==> config.mk <==
export PLATFORM = sky130hd
export DESIGN_NAME = reaction_controller
export DESIGN_NICKNAME = d
export VERILOG_FILES = /design/src/rtl/reaction_controller.sv
export SDC_FILE = /design/constraint.sdc
export NUM_CORES = 1
export LEC_CHECK = 0
export BUFFER_PORTS_ARGS = -buffer_cell sky130_fd_sc_hd__buf_2
export CORE_ASPECT_RATIO = 1.4
export CORE_MARGIN = 4
export CORE_UTILIZATION = 40
export CTS_CLUSTER_DIAMETER = 40
export DETAILED_ROUTE_END_ITERATION = 10
export PLACE_DENSITY = 0.58
export SYNTH_ARGS = -nofsm -noshare
export SYNTH_HDL_FRONTEND = slang
export SYNTH_SLANG_ARGS = --single-unit
==> constraint.sdc <==
create_clock -name cin -period 2.7 [get_ports cin]
set_input_delay 0.54 -clock cin [delete_from_list [all_inputs] [get_ports cin]]
set_output_delay 0.54 -clock cin [all_outputs]
set_load 0.005 [all_outputs]
==> src/rtl/reaction_controller.sv <==
// reaction_controller: sequencer for the reaction timer game.
// Generates a pseudo-random arm delay, lights the stimulus LED, then counts the
// reaction time in ms as 4 BCD digits, freezing on the press or flagging a foul.
// Optional best-time tracking is compiled in with `define REACTION_BEST_EN.
module reaction_controller #(
  parameter int         TICK_DIV  = 50000,
  parameter int         WAIT_MIN  = 1000,
  parameter logic [7:0] LFSR_SEED = 8'h01
) (
  input  logic       cin,
  input  logic       rst,
  input  logic       start,
  input  logic       react,
  output logic       stim_led,
  output logic [3:0] bcd0,
  output logic [3:0] bcd1,
  output logic [3:0] bcd2,
  output logic [3:0] bcd3,
  output logic       done,
  output logic       foul,
  output logic       busy
`ifdef REACTION_BEST_EN
  ,
  output logic [3:0] best0,
  output logic [3:0] best1,
  output logic [3:0] best2,
  output logic [3:0] best3,
  output logic       new_best
`endif
);

  localparam int PW    = (TICK_DIV > 1) ? $clog2(TICK_DIV) : 1;
  localparam int N_DIG = 4;

  typedef enum logic [2:0] {IDLE, ARM, REACT, DONE, FOUL} state_t;

  state_t                       state;
  logic                         start_q, react_q;
  logic                         start_rise, react_rise;
  logic [7:0]                   lfsr;
  logic [PW-1:0]                cnt;
  logic                         tick;
  logic [12:0]                  delay;
  logic [12:0]                  delay_load;
  logic [N_DIG-1:0][3:0]        dig;
  logic [N_DIG-1:0][3:0]        dig_inc;
  logic                         carry;

  assign start_rise = start & ~start_q;
  assign react_rise = react & ~react_q;
  assign tick       = (cnt == PW'(TICK_DIV - 1));
  // WAIT_MIN <= 4095 plus an 8-bit LFSR value always fits in 13 bits
  assign delay_load = 13'(WAIT_MIN) + {5'd0, lfsr};

  assign bcd0 = dig[0];
  assign bcd1 = dig[1];
  assign bcd2 = dig[2];
  assign bcd3 = dig[3];

  // Previous-cycle copies of the buttons for rising-edge detection
  always_ff @(posedge cin or posedge rst) begin
    if (rst) begin
      start_q <= 1'b0;
      react_q <= 1'b0;
    end else begin
      start_q <= start;
      react_q <= react;
    end
  end

  // Free-running Fibonacci LFSR, taps 8,6,5,4; a non-zero seed never reaches 0
  always_ff @(posedge cin or posedge rst) begin
    if (rst) lfsr <= LFSR_SEED;
    else     lfsr <= {lfsr[6:0], lfsr[7] ^ lfsr[5] ^ lfsr[4] ^ lfsr[3]};
  end

  // Saturating BCD increment with ripple carry; 9999 stays 9999
  always_comb begin
    dig_inc = dig;
    carry   = 1'b1;
    if (dig != 16'h9999) begin
      for (int i = 0; i < N_DIG; i++) begin
        if (carry) begin
          if (dig[i] == 4'd9) begin
            dig_inc[i] = 4'd0;
          end else begin
            dig_inc[i] = dig[i] + 4'd1;
            carry      = 1'b0;
          end
        end
      end
    end
  end

  // Game FSM with registered status outputs; the prescaler restarts on every state entry
  always_ff @(posedge cin or posedge rst) begin
    if (rst) begin
      state    <= IDLE;
      delay    <= '0;
      dig      <= '0;
      cnt      <= '0;
      stim_led <= 1'b0;
      busy     <= 1'b0;
      done     <= 1'b0;
      foul     <= 1'b0;
    end else begin
      cnt <= tick ? '0 : cnt + PW'(1);
      case (state)
        IDLE, DONE, FOUL: begin
          if (start_rise) begin
            state    <= ARM;
            delay    <= delay_load;
            dig      <= '0;
            cnt      <= '0;
            busy     <= 1'b1;
            done     <= 1'b0;
            foul     <= 1'b0;
            stim_led <= 1'b0;
          end
        end
        ARM: begin
          // an early press wins over a tick landing in the same cycle
          if (react_rise) begin
            state <= FOUL;
            dig   <= '0;
            cnt   <= '0;
            busy  <= 1'b0;
            foul  <= 1'b1;
          end else if (tick) begin
            if (delay == 13'd1) begin
              state    <= REACT;
              cnt      <= '0;
              stim_led <= 1'b1;
            end else begin
              delay <= delay - 13'd1;
            end
          end
        end
        REACT: begin
          // the press freezes the digits; a coincident tick is dropped
          if (react_rise) begin
            state    <= DONE;
            cnt      <= '0;
            stim_led <= 1'b0;
            busy     <= 1'b0;
            done     <= 1'b1;
          end else if (tick) begin
            dig <= dig_inc;
          end
        end
        default: begin
          state    <= IDLE;
          stim_led <= 1'b0;
          busy     <= 1'b0;
          done     <= 1'b0;
          foul     <= 1'b0;
        end
      endcase
    end
  end

`ifdef REACTION_BEST_EN
  logic [N_DIG-1:0][3:0] best;
  logic                  best_vld;

  assign best0 = best[0];
  assign best1 = best[1];
  assign best2 = best[2];
  assign best3 = best[3];

  // Best time captured on DONE entry; packed BCD compares MSD first like plain binary
  always_ff @(posedge cin or posedge rst) begin
    if (rst) begin
      best     <= '0;
      best_vld <= 1'b0;
      new_best <= 1'b0;
    end else begin
      new_best <= 1'b0;
      if (state == REACT && react_rise && (!best_vld || dig < best)) begin
        best     <= dig;
        best_vld <= 1'b1;
        new_best <= 1'b1;
      end
    end
  end
`endif

endmodule
After elaboration in Yosys (flattened, before gate mapping)
Cells that the tools add are included.

cells by class
  add/sub/neg operators = 7
  multipliers = 0
  divide/modulo/power cells = 0
  order comparisons = 0
  equality and inequality tests = 27
  shift operators = 0
  mux-type cells = 50
  bitwise logic cells = 9
  reduce and logical (&&, ||, !) cells = 15

operators with widths
  cell                                                  number
  2-to-1 mux 16 bit                                     11
  case mux 16 bit (3 select lines)                      2
  2-to-1 mux 13 bit                                     4
  2-to-1 mux 4 bit                                      7
  != test 2 bit, second input constant                  13
  case mux 13 bit (2 select lines)                      1
  AND reduction 7 bit                                   3
  adder 16 x 1 -> 16 bit, second input constant         1
  adder 4 x 1 -> 4 bit, second input constant           4
  equality test 16 bit, second input constant           1
  equality test 4 bit, second input constant            4
  != test 16 bit, second input constant                 1
  2-to-1 mux 1 bit                                      15
  2-to-1 mux 3 bit                                      5
  equality test 13 x 1 -> 1 bit, second input constant  1
  subtractor 13 x 1 -> 13 bit, second input constant    1
  adder 10 x 8 -> 11 bit, first input constant          1
  AND reduction 5 bit                                   2
  case mux 1 bit (3 select lines)                       3
  case mux 3 bit (3 select lines)                       1
  equality test 3 x 2 -> 1 bit, second input constant   2
  != test 3 bit, second input constant                  2
  AND reduction 3 bit                                   2
  AND reduction 6 bit                                   1
  other kinds (14)                                      20

storage, ports and cells
  register bits = 62
  bits in latches = 0
  bits in writable memories = 0
  ROM bits = 0
  input port bits = 4
  memories kept = 0

Depth between registers and ports, before layout
Gate-level depths: netlist (run 1).

  word-level depth = 12
  depth in mapped cells = 8
  gate-level depth less buffers = 7

Worst setup path after synthesis (run 1)
Ideal clock, no wire load.

  path type = in2reg
  from = in react
  to = reg dig, in the netlist bcd3[3]
  library setup time = 110 ps
  arrival = 2002 ps
  data required time = 2590 ps
  slack = 588 ps
  stages on the path = 5
  buffers on the path = 0
  cell sequence = or4bb_1 -> a21oi_2 -> nor2_4 -> or3_4 -> o41ai_1

on the way
  word-level cells in the longest chain between the ends = 3

ends and longest elaborated chain
  what                                    line  RTL
  from (decl)                             13    input logic react,
  bitwise AND 1 bit *                     50    assign react_rise = react & ~react_q;
  != test 2 bit (no source line)          -
  AND reduction 7 bit (no source line) *  -
  to (signal assigned)                    148   dig <= dig_inc;
  to (decl)                               45    logic [N_DIG-1:0][3:0] dig;

Mark *: on every way between the ends. The rest lies on a longest branch, timed or not.
A chain may end at the register's enable or synchronous reset.

Worst setup path after layout (run 1)
  from = reg state[1]
  to = reg dig, in the netlist bcd2[3]

on the way
  word-level cells in the longest chain between the ends = 4

ends and longest elaborated chain
  what                                                                         line  RTL
  from (decl)                                                                  37    state_t state;
  from (signal assigned)                                                       98    state <= IDLE;
  from (signal assigned)                                                       111   state <= ARM;
  from (signal assigned)                                                       124   state <= FOUL;
  equality test 3 x 2 -> 1 bit, or another cell as far along                   108   case (state)
  OR reduction 3 bit                                                           108
  != test 2 bit (no source line) / nonzero test 3 bit (equally long branches)  -
  AND reduction 7 bit (no source line)                                         -

Several ways; a longest one is shown, not always the timed one.

==> impl_metrics.json, run 1 <==
{
  "status": "completed",
  "r2r_cells": 5,
  "nets": 412,
  "comb_power_share_pct": 19.5,
  "p_per_area_nw_per_um2": 737,
  "power.leakage_nw": 1.84,
  "io_buffers": 23,
  "clkSinkCount": 62,
  "grt_start_max_net_pins": 26,
  "grt_pass1_wl_um": 13400,
  "reg2reg_to": "bcd2[3]",
  "tightest_slew_ns": 0.647,
  "skew_ns": 0.00406,
  "drtPass1Iterations": 4,
  "synth_cell_types": 63,
  "die_y_um": 119,
  "setup_viol": 0,
  "routabilityCongestion": 0.838,
  "row_count": 40,
  "fin_crit_sh_pct": 85.7,
  "async_flop_share_pct": 100,
  "whs_ns": 0.245,
  "worst_ep_arrival_time_ns": 2.53,
  "drive_gt1_share_pct": 17.7,
  "drt_iter0_drc": 143,
  "critPathRequiredTime_ns": 2.92,
  "min_path_type": "in2async",
  "diodes": 0,
  "clk_latency_ns": 0.33,
  "cts_tree": "built",
  "ios": 24,
  "grt_pass1_vias": 2837,
  "htreeDepth": 3,
  "syn_nets": 382,
  "detail_route.wl_per_cell_um": 15.9,
  "tns_ns": 0,
  "grt_usage_pct": 16.6,
  "core_um2": 8560,
  "ant_nets": 0,
  "instances_no_fill": 506,
  "antenna_found_initial": 0,
  "dp_slack_ns": 0.299,
  "synth_area_um2": 3500,
  "timing.max_cap.violations": 0,
  "clk_path_buf_depth": 2,
  "power_frac_clock_pct": 40.5,
  "clk_pin_slew_ns": 0.05,
  "critPathLaunch": "state[1]",
  "fin_util_pct": 47.7,
  "cp_max_fo": 18,
  "max_freq_ghz": 0.432,
  "internal-power_mw": 2.13,
  "cts-root-buf": "clkbuf_16",
  "area_growth_pct": 16.6,
  "rsz0062_at_grt": "no",
  "synth_cells": 366,
  "holdBufCountCts": 0,
  "p_seq_share_pct": 40.0,
  "dieArea_um2": 10300,
  "fp.dieW_um": 87.1,
  "start_util_pct": 41.0,
  "setup.worst_path.end": "bcd2[3]",
  "cts-resized-gates": 0,
  "numCtsBuffers": 9,
  "setup_slack_ns": 0.385,
  "synth_flop_cell": "dfrtp_1",
  "r2r_slack_ns": 0.39,
  "avgViaCountPerCell": 5.65,
  "cp-start-kind": "flop",
  "hold_viol": 0,
  "n_fill_cell": 826,
  "avgSynthCellArea_um2": 9.58,
  "ys_seq_area_share_pct": 44.3,
  "slew_headroom_pct": 56.5,
  "hpwl_um": 5860,
  "timing.rr.start": "state[1]",
  "switchingPower_uw": 877,
  "layout_min_cycle_time_ns": 2.31,
  "final_max_slew_viol_count": 0,
  "crit_path_end_kind": "flop",
  "post-cts-setup-buffers": 0,
  "grt_remaining_overflow": 0,
  "drc": 0,
  "setup.worst_path.class": "reg2reg",
  "dp.cells": 490,
  "synth_edf_count": 0,
  "ys_ff_latch": 62,
  "yosysWarnings": 0,
  "vias": 2860,
  "wl_um": 8030,
  "ir_drop_mv": 0.436,
  "swShare_pct": 29.1
}
[cell type report]
type | instances | area [um^2] | area share (%)
repair buffers | 35 | 205 | 5.02
multi-input cells | 275 | 1830 | 44.8
flip-flops and latches | 62 | 1550 | 38.0
inverters | 13 | 48.8 | 1.19
clock buffers | 12 | 246 | 6.03
well taps | 105 | 131 | 3.22
clock inverters | 4 | 70.1 | 1.72
[state kept, by name, summed over array words and instances, names as in the netlist]
signal,count
cnt,16
delay,13
lfsr,8
bcd0,4
bcd1,4
bcd2,4
bcd3,4
state,3
busy,1
done,1
foul,1
react_q,1
start_q,1
stim_led,1
[logic make-up (layout without fill, tap and decap cells)]
logic type	after synthesis	after routing	synth area share [%]
buf+inv	29	64	3.46
xor+xnor	20	20	5.00
compound gates	86	86	17.0
simple gates	151	151	24.0
fa+ha+maj	12	12	4.28
flops	62	62	44.3
mux	6	6	1.93
[worst max-delay path: stages (launching register included)]
cell     delay, ns
dfrtp_1       0.51
or4bb_1       0.59
a21oi_2       0.22
nor2_4        0.12
or3_1         0.42
o41ai_1       0.33
[synthesized netlist by cell type (4+ instances only)]
cell type / number / area, um^2
a21oi_1: 14 / 70.1
and2_1: 4 / 25.0
and3_1: 11 / 68.8
buf_2: 4 / 20.0
clkbuf_1: 11 / 41.3
dfrtp_1: 61 / 1530
ha_1: 12 / 150
inv_1: 13 / 48.8
mux2_2: 6 / 67.6
nand2_1: 22 / 82.6
nand2b_1: 4 / 25.0
nand3_1: 11 / 55.1
nand3b_1: 5 / 37.5
nand4_1: 5 / 31.3
nor2_1: 42 / 158
nor2b_1: 5 / 31.3
nor3_1: 8 / 40.0
nor4_1: 10 / 62.6
o21ai_0: 26 / 130
o41ai_1: 11 / 96.3
xnor2_1: 14 / 123
xor2_1: 6 / 52.6
[worst min path at each step]
stage,to,start,depth (start not counted),slack [ns]
2_1_floorplan,lfsr[3],lfsr[2],0,0.35
3_3_place_gp,lfsr[2],lfsr[1],0,0.37
3_5_place_dp,lfsr[3],lfsr[2],0,0.37
4_1_cts,cnt[0],rst,2,0.26
5_1_grt,cnt[7],rst,2,0.30
6_report,cnt[7],rst,2,0.25
[power groups by stage]
stage | clock, mW | combinational [mW] | sequential (mW)
2_1_floorplan | 0 | 0.484 | 1.15
3_3_place_gp | 0 | 0.589 | 1.21
3_5_place_dp | 0 | 0.596 | 1.22
4_1_cts | 1.25 | 0.597 | 1.20
5_1_grt | 1.30 | 0.677 | 1.23
6_report | 1.22 | 0.588 | 1.20
[routing by layer]
layer	part of all wire [%]	track usage, %	wire, um
met5	0	0	0
met4	2.8	7.58	221
met3	3.8	4.46	309
met2	52	27.9	4160
met1	42	19.2	3340
[stage by stage]
| stage | power [mW] | instance area [um^2] |
|---|---|---|
| 2_1_floorplan | 1.64 | 3500 |
| 3_3_place_gp | 1.80 | 3770 |
| 3_5_place_dp | 1.81 | 3770 |
| 4_1_cts | 3.05 | 4090 |
| 5_1_grt | 3.20 | 4090 |
| 6_report | 3.01 | 4090 |
[cells in the final DEF (no fill, tap or decap), drive strengths merged, types with 3 or more instances in the layout]
master	synthesis	routed
nand2b	4	4
and2	4	4
or3	4	4
inv	13	13
xor2	6	6
nand3b	5	5
o22ai	3	3
clkbuf	11	12
nor3b	3	3
dfrtp	61	61
nor4	11	11
nand2	22	22
o41ai	13	13
ha	12	12
nand3	11	11
o21ai	26	26
nor2b	5	5
a21oi	15	15
nor3	9	9
xnor2	14	14
nor2	43	43
mux2	6	6
buf	5	35
and3	11	11
o22a	3	3
nand4	5	5
Note: power is estimated with default switching activity, not from simulation.
==> run 2, diff against run 1 <==
--- a/config.mk
+++ b/config.mk
@@ -5,6 +5,7 @@
 export SDC_FILE = /design/constraint.sdc
 export NUM_CORES = 1
 export LEC_CHECK = 0
+export ABC_AREA = 1
 export BUFFER_PORTS_ARGS = -buffer_cell sky130_fd_sc_hd__buf_2
 export CORE_ASPECT_RATIO = 1.4
 export CORE_MARGIN = 4
==> impl_metrics.json, run 2 <==
{
  "clkSinkCount": 62,
  "cts-resized-gates": 0,
  "n_fill_cell": 927,
  "synth_cell_types": 33,
  "timing.rr.start": "bcd0[1]",
  "worst_path_most_repeated_cell": "nand2_1",
  "grt_start_max_net_pins": 26,
  "core_um2": 9030,
  "nets": 560,
  "reg_top3": "cnt (16), delay (13), lfsr (8)",
  "critPathRequiredTime_ns": 2.92,
  "setup_viol": 0,
  "synth.most_common_cell": "nand2_1",
  "ys_seq_area_share_pct": 41.7,
  "whs_ns": 0.193,
  "clk_path_buf_depth": 2,
  "drive_gt1_share_pct": 11.1,
  "multi_input_comb_area_um2": 1930,
  "cts_tree": "built",
  "grt_pass1_vias": 3475,
  "numCtsBuffers": 9,
  "grt_remaining_overflow": 0,
  "clk_pin_slew_ns": 0.06,
  "avgSynthCellArea_um2": 7.26,
  "max_freq_ghz": 0.505,
  "drt_iter0_drc": 201,
  "yosysWarnings": 0,
  "dp_slack_ns": 0.682,
  "ios": 24,
  "synth_cells": 513,
  "start_util_pct": 41.2,
  "power.leakage_nw": 2.09,
  "slowest_delay_ns": 0.49,
  "regArea_um2": 1550,
  "layout_common_cells": "nand2_1 (141), nor2_1 (87), dfrtp_1 (61)",
  "setup_slack_ns": 0.721,
  "htreeDepth": 3,
  "tns_ns": 0,
  "clk_latency_ns": 0.33,
  "dp.cells": 640,
  "synth_edf_count": 0,
  "yosysTopAreaCellShare_pct": 41.0,
  "fp.dieW_um": 89.5,
  "grt_pass1_wl_um": 15400,
  "critPathLaunch": "bcd0[1]",
  "placed_area_um2": 3960,
  "routabilityCongestion": 0.877,
  "grt_usage_pct": 18.3,
  "slew_headroom_pct": 59.1,
  "ys_ff_latch": 62,
  "cp-start-kind": "flop",
  "instances_no_fill": 656,
  "setup.worst_path.class": "reg2reg",
  "diodes": 0,
  "dieArea_um2": 10900,
  "status": "completed",
  "cp_max_fo": 5,
  "p_per_area_nw_per_um2": 936,
  "critPathSlowestCell": "o21ai_0",
  "rsz0062_at_grt": "no",
  "cts-root-buf": "clkbuf_16",
  "wl_um": 8660,
  "ys_top_cells_by_area": "dfrtp_1 (41%), nand2_1 (14%), nor2_1 (8.8%)",
  "syn_nets": 529,
  "drtPass1Iterations": 4,
  "top_register": "cnt",
  "yosys-top-cells-count": "nand2_1 (141), nor2_1 (87), dfrtp_1 (61)",
  "post-cts-setup-buffers": 0,
  "path_cells": "inv_1 > ha_1 > nand3_1 > inv_1 > nand2_1 > o21ai_0 > nand3_2 > nand2_1 > nand2_1",
  "crit_path_end_kind": "flop",
  "cpLargestDelayFamily": "simple AND/OR/NAND/NOR gates",
  "row_count": 41,
  "hpwl_um": 6570,
  "fin_crit_sh_pct": 73.3,
  "layout_min_cycle_time_ns": 1.98,
  "io_buffers": 23,
  "vias": 3305,
  "min_path_type": "in2async",
  "timing.max_cap.violations": 0,
  "synth_area_um2": 3720,
  "worst_ep_arrival_time_ns": 2.20,
  "tightest_slew_ns": 0.606,
  "antenna_found_initial": 0,
  "ant_nets": 0,
  "fin_util_pct": 47.0,
  "detail_route.wl_per_cell_um": 13.2,
  "largest_reg_flops": 16,
  "drc": 0,
  "skew_ns": 0.00565,
  "total_power_mw": 3.97,
  "ir_drop_mv": 0.365,
  "holdBufCountCts": 0,
  "final_max_slew_viol_count": 0,
  "final_common_cell": "nand2_1",
  "avgViaCountPerCell": 5.04,
  "yosys.area.top_type": "dfrtp_1",
  "area_growth_pct": 14.1,
  "hold_viol": 0,
  "synth_flop_cell": "dfrtp_1",
  "async_flop_share_pct": 100,
  "die_y_um": 122,
  "final_area_um2": 4250,
  "r2r_cells": 9,
  "crit_buf_inv": 2,
  "critical_path_depth": 9
}
[run 2: cell types whose count changed in the layout (fill, tap and decap cells not counted), sizes merged, moves of 9 or more]
| cell | delta |
|---|---|
| nand4 | +16 |
| and3 | -11 |
| nor4 | -11 |
| nand3 | +28 |
| nand2 | +123 |
| inv | +42 |
| nor2 | +47 |
| o21ai | +11 |
| o41ai | -13 |
| buf | -9 |
[run 2: final timing paths]
check | endpoint | slack [ns]
hold / removal | bcd0[0] | 0.19
setup reg to reg | bcd2[3] | 0.72
hold reg to reg | lfsr[7] | 0.38
min in group cin | react_q | 0.33
max in group asynchronous | delay[7] | 1.82
setup / recovery | bcd2[3] | 0.72
[run 2: layout make-up]
cell class	instances	area share [%]
clock inverters	5	0.796
well taps	107	3.15
multi-input cells	390	45.4
flip-flops and latches	62	36.6
clock buffers	11	5.95
inverters	55	4.86
repair buffers	26	3.24
[run 2: routing by layer]
layer / vias up / GRT usage [%] / wire length, um
li1: 1709 / - / -
met1: 1522 / 20.2 / 3510
met2: 48 / 31.1 / 4570
met3: 26 / 4.74 / 299
met4: 0 / 10.2 / 289
met5: - / 0 / 0
[run 2: cell families after synthesis]
logic type / Yosys count / synth area share [%]
xor+xnor: 21 / 4.94
compound gates: 49 / 7.26
flops: 62 / 41.7
buf+inv: 61 / 6.45
simple gates: 308 / 35.6
fa+ha+maj: 12 / 4.03
[run 2: where the power goes]
group	internal, mW	switching [mW]
logic	0.477	1.13
registers	1.10	0.176
clock network	0.668	0.419
total	2.25	1.73
==> run 3, diff against run 2 <==
==> constraint.sdc (replaced) <==
create_clock -name cin -period 1.9 [get_ports cin]
set_input_delay 0.38 -clock cin [delete_from_list [all_inputs] [get_ports cin]]
set_output_delay 0.38 -clock cin [all_outputs]
set_load 0.005 [all_outputs]
==> impl_metrics.json, run 3 (synthesis results as in run 2) <==
{
  "fp.dieW_um": 89.5,
  "clkSinkCount": 62,
  "numCtsBuffers": 9,
  "grt_start_max_net_pins": 25,
  "hpwl_um": 6500,
  "ant_nets": 0,
  "wl_um": 8680,
  "grt_remaining_overflow": 0,
  "drc": 0,
  "io_buffers": 23,
  "clk_pin_slew_ns": 0.05,
  "cts_tree": "built",
  "timing.rr.start": "cnt[1]",
  "grt_usage_pct": 17.6,
  "layout_min_cycle_time_ns": 1.71,
  "reg_top3": "cnt (16), delay (13), lfsr (8)",
  "r2r_cells": 8,
  "dieArea_um2": 10900,
  "timing.max_cap.violations": 0,
  "skew_ns": 0.00500,
  "p_per_area_nw_per_um2": 1400,
  "tns_ns": 0,
  "nets": 570,
  "setup.worst_path.class": "reg2reg",
  "ir_drop_mv": 0.686,
  "hold_viol": 0,
  "power.leakage_nw": 2.17,
  "critPathLaunch": "cnt[1]",
  "slew_headroom_pct": 60.5,
  "grt_pass1_vias": 3361,
  "max_freq_ghz": 0.586,
  "drive_gt1_share_pct": 12.7,
  "fin_crit_sh_pct": 89.9,
  "r2r_slack_ns": 0.19,
  "area_growth_pct": 18.7,
  "path_cells": "ha_1 > nand3_1 > inv_1 > nand3_1 > nor2_1 > inv_1 > nand2_2 > nor2_1",
  "top_register": "cnt",
  "avgViaCountPerCell": 5.03,
  "cp-start-kind": "flop",
  "crit_path_end_kind": "flop",
  "routabilityCongestion": 0.883,
  "final_max_slew_viol_count": 0,
  "cp_max_fo": 15,
  "tightest_slew_ns": 0.591,
  "grt_pass1_wl_um": 15100,
  "status": "completed",
  "reg2reg_to": "cnt[14]",
  "whs_ns": 0.121,
  "start_util_pct": 41.2,
  "holdBufCountCts": 0,
  "clk_path_buf_depth": 2,
  "cts-resized-gates": 0,
  "min_path_type": "in2async",
  "clk_latency_ns": 0.33,
  "regArea_um2": 1550,
  "slowest_delay_ns": 0.36,
  "drt_iter0_drc": 160,
  "htreeDepth": 3,
  "vias": 3346,
  "detail_route.wl_per_cell_um": 13.1,
  "critPathRequiredTime_ns": 2.10,
  "post-cts-setup-buffers": 0,
  "worst_ep_arrival_time_ns": 1.91,
  "setup_viol": 0,
  "n_fill_cell": 901,
  "die_y_um": 122,
  "ios": 24,
  "largest_reg_flops": 16,
  "rsz0062_at_grt": "no",
  "row_count": 41,
  "layout_common_cells": "nand2_1 (140), nor2_1 (87), dfrtp_1 (61)",
  "final_common_cell": "nand2_1",
  "core_um2": 9030,
  "cts-root-buf": "clkbuf_16",
  "multi_input_comb_area_um2": 1930,
  "diodes": 0,
  "drtPass1Iterations": 5,
  "critPathSlowestCell": "dfrtp_1",
  "antenna_found_initial": 0
}
[run 3: changes by cell type in the layout (fill, tap and decap cells not counted), sizes merged]
| cell | change |
|---|---|
| inv | -1 |
| clkinv | -2 |
| clkinvlp | -1 |
| bufinv | +3 |
| buf | +10 |
[run 3: worst max path at each step]
stage,to,cells after the start
finish,cnt[14],8
global route,delay[1],9
floorplan,bcd2[2],9
CTS,delay[8],9
detailed placement,bcd2[0],10
global placement,bcd2[0],10
[run 3: critical path, delay by kind of cell, from the launching register on]
family | cells | cell delay (ns)
buffers and inverters | 2 | 0.25
flip-flops | 1 | 0.36
AND/OR/NAND/NOR | 5 | 0.77
adder cells (fa/ha/maj) | 1 | 0.19
[run 3: power breakdown]
part           internal (mW)  leakage [nW]  switching [mW]  total (mW)
logic                  0.871          1.18            1.64        2.51
registers               1.56         0.828           0.237        1.80
clock network           1.31         0.166           0.569        1.88
[run 3: per-layer routing]
layer  part of all wire [%]  GRT usage (%)  wire [um]  vias to the layer above
li1                       -              -          -                     1726
met3                    2.8           3.18        244                       15
met4                    2.3           8.66        200                        0
met5                      0              0          0                        -
met1                     43           20.3       3720                     1549
met2                     52           30.7       4510                       56
[run 3: final cells by class]
cell class / count / share of cell area, %
multi-input combinational: 390 / 43.7
tap: 107 / 3.03
inverter: 55 / 4.76
timing repair buffer: 36 / 5.67
sequential: 62 / 35.2
clock inverter: 4 / 2.15
clock buffer: 11 / 5.50
[run 3: per-stage QoR]
stage	instance area, um^2	cells	setup WS, ns	power, mW	util, %
2_1_floorplan	3730	513	0.278	3.57	-
3_3_place_gp	4080	650	0.132	4.31	45.1
3_5_place_dp	4080	650	0.116	4.34	45.1
4_1_cts	4410	665	0.159	6.25	48.9
5_1_grt	4420	665	0.00490	6.70	48.9
6_report	4420	665	0.192	6.19	48.9
